==> src/rtl/crossbar_la_ctrl.sv <==
// Crossbar array pulse controller driven from the logic-analyzer port.
// Runs one SET/RESET/READ pulse per go edge and reports status on la_data_out.
module crossbar_la_ctrl #(
  parameter int unsigned SETTLE_CYCLES = 2
) (
  input  logic        clock,
  input  logic        resetb,
  input  logic [31:0] la_data_in,
  input  logic [31:0] la_oenb,
  output logic [31:0] la_data_out,
  output logic [7:0]  wl_en,
  output logic [7:0]  bl_set,
  output logic [7:0]  bl_rst,
  output logic        sense_en,
  input  logic [7:0]  sense_in
);

  typedef enum logic [1:0] {ST_IDLE, ST_SETUP, ST_PULSE, ST_SETTLE} state_t;
  typedef enum logic [1:0] {OP_NOP, OP_SET, OP_RESET, OP_READ} op_t;

  state_t     state, state_nx;
  op_t        cmd_op, op_q, op_d;
  logic [2:0] cmd_row, cmd_col, row_q, row_d, col_q, col_d;
  logic [7:0] cmd_pw, pw_q, pw_d, cnt_q, cnt_d;
  logic [7:0] sense_q, sense_d, count_q, count_d;
  logic       done_q, done_d, err_q, err_d, rbit_q, rbit_d;
  logic       go_q, start, busy_q, busy_d, sen_d;
  logic [7:0] wl_d, set_d, rst_d;
  logic       unused_bits;

  assign cmd_row = la_data_in[2:0];
  assign cmd_col = la_data_in[5:3];
  assign cmd_op  = op_t'(la_data_in[7:6]);
  assign cmd_pw  = la_data_in[15:8];
  assign start   = la_data_in[16] & ~go_q & (la_oenb[16:0] == '0);

  assign unused_bits = ^{la_data_in[31:17], la_oenb[31:17]};

  always_ff @(posedge clock or negedge resetb) begin
    if (!resetb) state <= ST_IDLE;
    else         state <= state_nx;
  end

  always_comb begin
    state_nx = state;
    row_d    = row_q;
    col_d    = col_q;
    op_d     = op_q;
    pw_d     = pw_q;
    cnt_d    = cnt_q;
    done_d   = done_q;
    err_d    = err_q;
    rbit_d   = rbit_q;
    sense_d  = sense_q;
    count_d  = count_q;

    // A rejected start only flags err; the running op and latched fields stay put.
    if (start && cmd_op != OP_NOP) begin
      if (state != ST_IDLE || cmd_pw == '0) begin
        err_d = 1'b1;
      end else begin
        row_d    = cmd_row;
        col_d    = cmd_col;
        op_d     = cmd_op;
        pw_d     = cmd_pw;
        done_d   = 1'b0;
        err_d    = 1'b0;
        state_nx = ST_SETUP;
      end
    end

    case (state)
      ST_SETUP: begin
        cnt_d    = pw_q;
        state_nx = ST_PULSE;
      end
      ST_PULSE: begin
        if (cnt_q == 8'd1) begin
          if (op_q == OP_READ) begin
            sense_d = sense_in;
            rbit_d  = sense_in[col_q];
          end
          cnt_d    = 8'(SETTLE_CYCLES);
          state_nx = ST_SETTLE;
        end else begin
          cnt_d = cnt_q - 8'd1;
        end
      end
      ST_SETTLE: begin
        if (cnt_q <= 8'd1) begin
          cnt_d    = '0;
          done_d   = 1'b1;
          count_d  = count_q + 8'd1;
          state_nx = ST_IDLE;
        end else begin
          cnt_d = cnt_q - 8'd1;
        end
      end
      default: ;
    endcase

    // Drivers are decoded from the next state so they register in step with it.
    wl_d   = '0;
    set_d  = '0;
    rst_d  = '0;
    sen_d  = 1'b0;
    busy_d = (state_nx != ST_IDLE);
    if (state_nx == ST_SETUP || state_nx == ST_PULSE) wl_d = 8'd1 << row_d;
    if (state_nx == ST_PULSE) begin
      if (op_d == OP_SET)   set_d = 8'd1 << col_d;
      if (op_d == OP_RESET) rst_d = 8'd1 << col_d;
      if (op_d == OP_READ)  sen_d = 1'b1;
    end
  end

  always_ff @(posedge clock or negedge resetb) begin
    if (!resetb) begin
      go_q     <= 1'b1;
      row_q    <= '0;
      col_q    <= '0;
      op_q     <= OP_NOP;
      pw_q     <= '0;
      cnt_q    <= '0;
      done_q   <= 1'b0;
      err_q    <= 1'b0;
      rbit_q   <= 1'b0;
      sense_q  <= '0;
      count_q  <= '0;
      busy_q   <= 1'b0;
      wl_en    <= '0;
      bl_set   <= '0;
      bl_rst   <= '0;
      sense_en <= 1'b0;
    end else begin
      go_q     <= la_data_in[16];
      row_q    <= row_d;
      col_q    <= col_d;
      op_q     <= op_d;
      pw_q     <= pw_d;
      cnt_q    <= cnt_d;
      done_q   <= done_d;
      err_q    <= err_d;
      rbit_q   <= rbit_d;
      sense_q  <= sense_d;
      count_q  <= count_d;
      busy_q   <= busy_d;
      wl_en    <= wl_d;
      bl_set   <= set_d;
      bl_rst   <= rst_d;
      sense_en <= sen_d;
    end
  end

  assign la_data_out = {12'd0, count_q, sense_q, rbit_q, err_q, done_q, busy_q};

endmodule

==> config.mk <==
export PLATFORM = sky130hd
export DESIGN_NAME = crossbar_la_ctrl
export DESIGN_NICKNAME = d
export VERILOG_FILES = /design/src/rtl/crossbar_la_ctrl.sv
export SDC_FILE = /design/constraint.sdc
export NUM_CORES = 1
export LEC_CHECK = 0
export ABC_CLOCK_PERIOD_IN_PS = 2550
export CAP_MARGIN = 15
export CORE_ASPECT_RATIO = 1.1
export CORE_MARGIN = 2
export CORE_UTILIZATION = 25
export CTS_CLUSTER_DIAMETER = 100
export DETAILED_ROUTE_END_ITERATION = 16
export SLEW_MARGIN = 5
export SYNTH_ARGS = -nofsm -noshare
export SYNTH_HDL_FRONTEND = slang
export SYNTH_SLANG_ARGS = --single-unit
==> constraint.sdc <==
create_clock -name clock -period 2.55 [get_ports clock]
set_clock_uncertainty 0.05 [all_clocks]
set_input_delay 0.255 -clock clock [delete_from_list [all_inputs] [get_ports clock]]
set_output_delay 0.255 -clock clock [all_outputs]
set_load 0.03 [all_outputs]
==> metrics.csv <==
metric,value,unit
io-pin-count,131,
die-width,118.7,um
slew_viol_final,0,
layout_common_cells,"87 x clkdlybuf4s50_1, 71 x dfrtp_1, 42 x nand2_1, 37 x buf_4, 32 x mux2i_1",
end_kind,register,
start_util,0.2533,
cp.arrival,2660,ps
period_needed,2476,ps
groute.usage.overall,0.1215,
rsz0062_at_grt,true,
clkLatencyLatePin,330,ps
start_kind,register,
critPathKind,reg2reg,
fin_crit_sh,0.9710,
cpMaxStageDelayCell,or4_4,
final_nets,530,
ys_warn_count,0,
combPwrFrac,0.075,
htree_levels,3,
cts-buffers-inserted,9,
synthCells,331,
drt-wirelength-per-cell,13.99,um
power_density,490.9,nW/um^2
num_vias,2893,
drtPass1Iterations,4,
grt-ovfl-total,0,
seq_power_share,0.441,
place_inst,629,
hold_ws,355.4,ps
fin_tns_setup,0,ps
ir_worst_vdd,0.4225,mV
core_area,14270,um^2
die_area,15440,um^2
ys_async_sr_fraction,1.000,
fin_cells,648,
switching_share,0.2153,
yosysUniqueCellTypes,42,
clock-sinks,72,
syn_to_final_growth,47.54,%
grt_pass1_wl,14.92,mm
numPortBuffers,88,
cap_viol_max_count,0,
p_sw,563.8,uW
path_cells,or4_4 > nor4_4 > o22ai_2 > nor2_2 > ha_4 > nand2_2 > nor3b_4 > nand2_1 > mux2i_1,
run_status,completed,
vias_per_cell,4.465,
antenna_found_initial,0,
path_max_fanout,6,
grt_pass1_vias,2996,
report.final.setup_viol,0,
synth_seq_area_share,0.4986,
place.gp.congestion,0.8677,
fillerInstances,1459,
drt_iter0_drc,121,
synth-edff-count,0,
syn_avg_cell_area,10.92,um^2
cp_slowest_stage_delay,560,ps
p_leak,0.002264,uW
grt_max_degree,30,
antenna_cells,0,
drc_errors,0,
die_h,130.1,um
pwr-share-clk,0.484,
p_int,2055,uW
cts_max_path_buffers,2,
ant_nets,0,
ys_ff_latch,72,
crit_required,2740,ps
synth-main-ff-cell,dfrtp_1,
cts_tree,yes,
relSlewSlack,0.4750,
timing.final.hold_violations,0,
num_rows,46,
netlist_area,3616,um^2
fmax,0.4039,GHz
root_buffer,clkbuf_16,
layout-drive-gt1-share,0.2390,
tightestPinTransition,779.3,ps
final_common_cell,clkdlybuf4s50_1,
min_path_type,in2async,
wirelength,9.066,mm
dp_hpwl,6.724,mm
clkTransAtPathRegs,60,ps
[critical path, delay by kind of cell (launching register included)]
kind | cells | cell delay (ps)
AND/OR/NAND/NOR | 6 | 1420
adder cells (fa/ha/maj) | 1 | 210
flip-flops | 1 | 380
multiplexers | 1 | 180
AO/OA/AOI/OAI | 1 | 120
[synthesized netlist by cell type (all sizes together), types with 7 or more instances]
master | count | area share
nand2 | 46 | 0.048
nor3 | 7 | 0.0097
nand3 | 15 | 0.021
mux2 | 25 | 0.078
dfrtp | 71 | 0.49
mux2i | 33 | 0.091
nor2b | 12 | 0.021
clkbuf | 7 | 0.0073
nor2 | 16 | 0.017
nor4 | 9 | 0.016
o22ai | 7 | 0.012
buf | 22 | 0.043
nand4 | 7 | 0.012
xnor2 | 10 | 0.024
[logic make-up after synthesis]
family                   after synthesis  share of synthesized area
other                                  1                   0.001037
adder cells (fa/ha/maj)                5                    0.01730
AO/OA/AOI/OAI                         17                    0.03011
buffers and inverters                 35                    0.05640
flip-flops                            72                     0.4986
AND/OR/NAND/NOR                      130                     0.1882
multiplexers                          60                     0.1817
XOR/XNOR                              11                    0.02664
[what timing repair did]
item | in CTS | in global routing
hold buffers | 1 | 0
hold endpoints to repair | 16 | 0
buffers inserted | 1 | 1
pin swaps | 5 | 3
resized for setup | 5 | 17
setup endpoints to repair | 23 | 23
[through the flow]
| step | util | worst slack [ps] | total power [uW] | area (um^2) |
|---|---|---|---|---|
| after floorplan | - | -55.06 | 1249 | 3689 |
| after global routing | 0.3738 | -63.79 | 2733 | 5335 |
| final | 0.3738 | 73.86 | 2619 | 5335 |
| after CTS | 0.3682 | 68.20 | 2658 | 5255 |
| after detailed placement | 0.3438 | -205.1 | 1368 | 4907 |
| after global placement | 0.3438 | -265.3 | 1366 | 4907 |
[per-layer routing]
metal  vias to the layer above  routed length [um]  global-route usage  part of all wire
met2                        98                4307              0.1947              0.48
li1                       1386                   -                   -                 -
met3                        24                 479             0.03497             0.053
met4                         0                 315             0.06232             0.035
met5                         -                   0                   0                 0
met1                      1385                3963              0.1501              0.44
[worst paths after layout]
path,end,slack (ps),start,cells past startpoint
setup / recovery,bl_set[5],70,cnt_q[3],9
hold / removal,count_q[5],360,resetb,2
setup reg to reg,bl_set[5],70,cnt_q[3],9
hold reg to reg,count_q[7],420,count_q[7],1
max in group asynchronous,sense_q[4],1350,resetb,3
min in group clock,count_q[7],420,count_q[7],1
[final cells by class]
type | instances | area, um^2 | area share
sequential | 72 | 1803 | 0.3379
multi-input combinational | 235 | 1785 | 0.3347
timing repair buffer | 127 | 1184 | 0.2219
clock buffer | 13 | 260.3 | 0.04878
tap | 192 | 240.2 | 0.04503
clock inverter | 3 | 40.04 | 0.007505
inverter | 6 | 22.52 | 0.004221
[flip-flops by register name, summed over array words and instances, names as in the netlist, 3 cells and up]
register  flops
bl_rst        8
bl_set        8
cnt_q         8
col_q         3
count_q       8
pw_q          8
row_q         3
sense_q       8
wl_en         8
[power by group through the flow]
stage | registers [uW] | logic, uW | clock network (uW)
after CTS | 1150 | 195 | 1310
after floorplan | 1190 | 60.7 | 0
after detailed placement | 1180 | 192 | 0
after global routing | 1160 | 211 | 1370
after global placement | 1180 | 191 | 0
final | 1160 | 196 | 1270
No activity file was read; power rests on OpenSTA's default activity.
==> variant, RTL diff (config.mk and constraints unchanged) <==
Register the inputs `la_data_in`, `la_oenb` and `sense_in` before use, cleared by the reset. The logic sees them one clock later.
--- a/src/rtl/crossbar_la_ctrl.sv
+++ b/src/rtl/crossbar_la_ctrl.sv
@@ -19,4 +19,20 @@
   typedef enum logic [1:0] {OP_NOP, OP_SET, OP_RESET, OP_READ} op_t;
 
+  logic [31:0] la_data_q;
+  logic [31:0] la_oenb_q;
+  logic [7:0] sense_r;
+
+  always_ff @(posedge clock or negedge resetb) begin
+    if (!resetb) begin
+      la_data_q <= '0;
+      la_oenb_q <= '0;
+      sense_r   <= '0;
+    end else begin
+      la_data_q <= la_data_in;
+      la_oenb_q <= la_oenb;
+      sense_r   <= sense_in;
+    end
+  end
+
   state_t     state, state_nx;
   op_t        cmd_op, op_q, op_d;
@@ -29,11 +45,11 @@
   logic       unused_bits;
 
-  assign cmd_row = la_data_in[2:0];
-  assign cmd_col = la_data_in[5:3];
-  assign cmd_op  = op_t'(la_data_in[7:6]);
-  assign cmd_pw  = la_data_in[15:8];
-  assign start   = la_data_in[16] & ~go_q & (la_oenb[16:0] == '0);
+  assign cmd_row = la_data_q[2:0];
+  assign cmd_col = la_data_q[5:3];
+  assign cmd_op  = op_t'(la_data_q[7:6]);
+  assign cmd_pw  = la_data_q[15:8];
+  assign start   = la_data_q[16] & ~go_q & (la_oenb_q[16:0] == '0);
 
-  assign unused_bits = ^{la_data_in[31:17], la_oenb[31:17]};
+  assign unused_bits = ^{la_data_q[31:17], la_oenb_q[31:17]};
 
   always_ff @(posedge clock or negedge resetb) begin
@@ -78,6 +94,6 @@
         if (cnt_q == 8'd1) begin
           if (op_q == OP_READ) begin
-            sense_d = sense_in;
-            rbit_d  = sense_in[col_q];
+            sense_d = sense_r;
+            rbit_d  = sense_r[col_q];
           end
           cnt_d    = 8'(SETTLE_CYCLES);
@@ -133,5 +149,5 @@
       sense_en <= 1'b0;
     end else begin
-      go_q     <= la_data_in[16];
+      go_q     <= la_data_q[16];
       row_q    <= row_d;
       col_q    <= col_d;
Check against the original RTL: not equivalent (Yosys sat finds a counterexample within 4 cycles, from zero or initial values and one cycle with resetb low).
==> variant against the original RTL <==
Total power up 63%; critical path depth is 3 lower; routed wire length grew 12%; cell count rose by 16%; synthesized area increased by 32%; final area rose by 26%; fmax grew 2.6%; sequential power rose by 61%; via count rose by 12%; worst setup slack improved by 0.062 ns; sequential cell count increased by 42; global-route usage decreased by 1.4 points.
==> variant: results (changes against the original RTL) <==
| Metric | Value |
|---|---|
| Relative slew slack | `0.646 (+0.171)` |
| Synth unique cells | `48 (+14%)` |
| Worst hold margin | `0.231 ns (-0.125 ns)` |
| Status | `complete, no violations` |
| Met3 usage | `0.0391 (+0.00411)` |
| Synth top cells by count | `113 x dfrtp_1, 46 x nand2_1, 34 x mux2i_1, 21 x nor2_1` |
| Final net count | `571 (+7.7%)` |
| Met2 Use GR | `0.165 (-0.0296)` |
| R2R Path End | `row_q[0]` |
| GP Congestion | `0.807 (-7.0%)` |
| Setup bufs post-CTS | `0 (-1)` |
| H-tree depth | `4 (+1)` |
| Worst min-delay path class | `in2reg` |
| CTS Buffer Depth | `2 (unchanged)` |
| Setup slack, reg-to-reg | `0.14 ns (+0.06 ns)` |
| Crit path from | `la_oenb_q[3]` |
| Resized cells post-CTS | `6 (+1)` |
| Routed wl met2 | `4.84 mm (+12%)` |
| Fill cell count | `1849 (+27%)` |
| Ant. Diodes | `0 (unchanged)` |
| Ys async rst share | `1.00 (unchanged)` |
| Top routing layer in use | `met4` |
| Area contributors post-synth | `dfrtp_1 59%, mux2i_1 7.1%, mux2_4 4.1%, nand2_1 3.6%, mux2_2 2.8%` |
| Vias in the first global route | `3353 (+12%)` |
| Kind of cell adding the most delay to the critical path | `simple AND/OR/NAND/NOR gates` |
| Share of cells above drive strength 1 | `0.206 (-0.0331)` |
| Port bufs | `88 (unchanged)` |
| Global Route Usage Sum | `0.107 (-0.0143)` |
| Dpl ws | `-0.154 ns (+0.0515 ns)` |
| Post-Syn Area per Cell | `12.8 sq um (+17%)` |
| M1 WL | `4.51 mm (+14%)` |
| IR Drop Worst-Case VDD | `0.451 mV (+6.7%)` |
| WL met3 | `627 microns (+31%)` |
| Hold_sp | `la_oenb[6]` |
| Synth warn | `0 (unchanged)` |
| Initial DRC Count | `100 (-17%)` |
| Insertion delay to the later sink of the worst-skew pair | `0.41 ns (+0.08 ns)` |
| DR vias | `3226 (+12%)` |
| Slowest CP cell | `or4_4` |
| Critical path fanouts, max | `16 (+10)` |
| Leak | `2.88 nW (+27%)` |
| Met1 usage in global routing | `0.134 (-0.0160)` |
| Reg2Reg Depth | `6 (-3)` |
| CP endpoint | `row_q[0]` |
| Dpl cell area | `0.00600 sq mm (+22%)` |
| Area delta synth->final | `39.9%` |
| Placed Cells incl. Taps | `717 (+14%)` |
| HPWL after detailed placement | `7.15 mm (+6.4%)` |
| Hold Path End | `la_oenb_q[6]` |
| Wirelength per Cell | `13.6 microns (-3.1%)` |
| Hold Buf Count CTS | `1 (unchanged)` |
| CP Data Arrival Time | `2.65 ns (about the same)` |
| Final worst path period share | `0.947 (-0.0245)` |
| Seq/Total Area, Yosys | `0.596 (+0.0973)` |
| First-pass GRT wire length | `16.7 mm (+12%)` |
| Pin count of the biggest net entering global routing | `92 (+210%)` |
| R2r startpoint | `la_oenb_q[3]` |
| Total CTS buffers | `17 (+8)` |
| Fin cells | `752 (+16%)` |
==> variant: power by group <==
| part | switching [mW] | internal [mW] | total [mW] |
|---|---|---|---|
| Sequential | 0.0255 | 1.85 | 1.87 |
| Clock | 0.857 | 1.38 | 2.24 |
| Combinational | 0.0761 | 0.0735 | 0.150 |
==> variant: kinds of logic after synthesis <==
logic type	count (synthesis)	synth area share
AOI/OAI and AO/OA	21	0.0321
muxes	61	0.149
DFF	114	0.596
buffers and inverters	33	0.0499
xor gates and xnor gates	10	0.0183
adders and majority gates	5	0.0131
and+or+nand+nor	130	0.141
other	1	0.000783
==> variant: final cells by class <==
cell class | count | share of cell area
clock buffers | 19 | 0.0661
repair buffers | 113 | 0.167
clock inverters | 13 | 0.0187
inverters | 7 | 0.00392
flip-flops and latches | 114 | 0.426
well taps | 247 | 0.0461
multi-input cells | 239 | 0.272
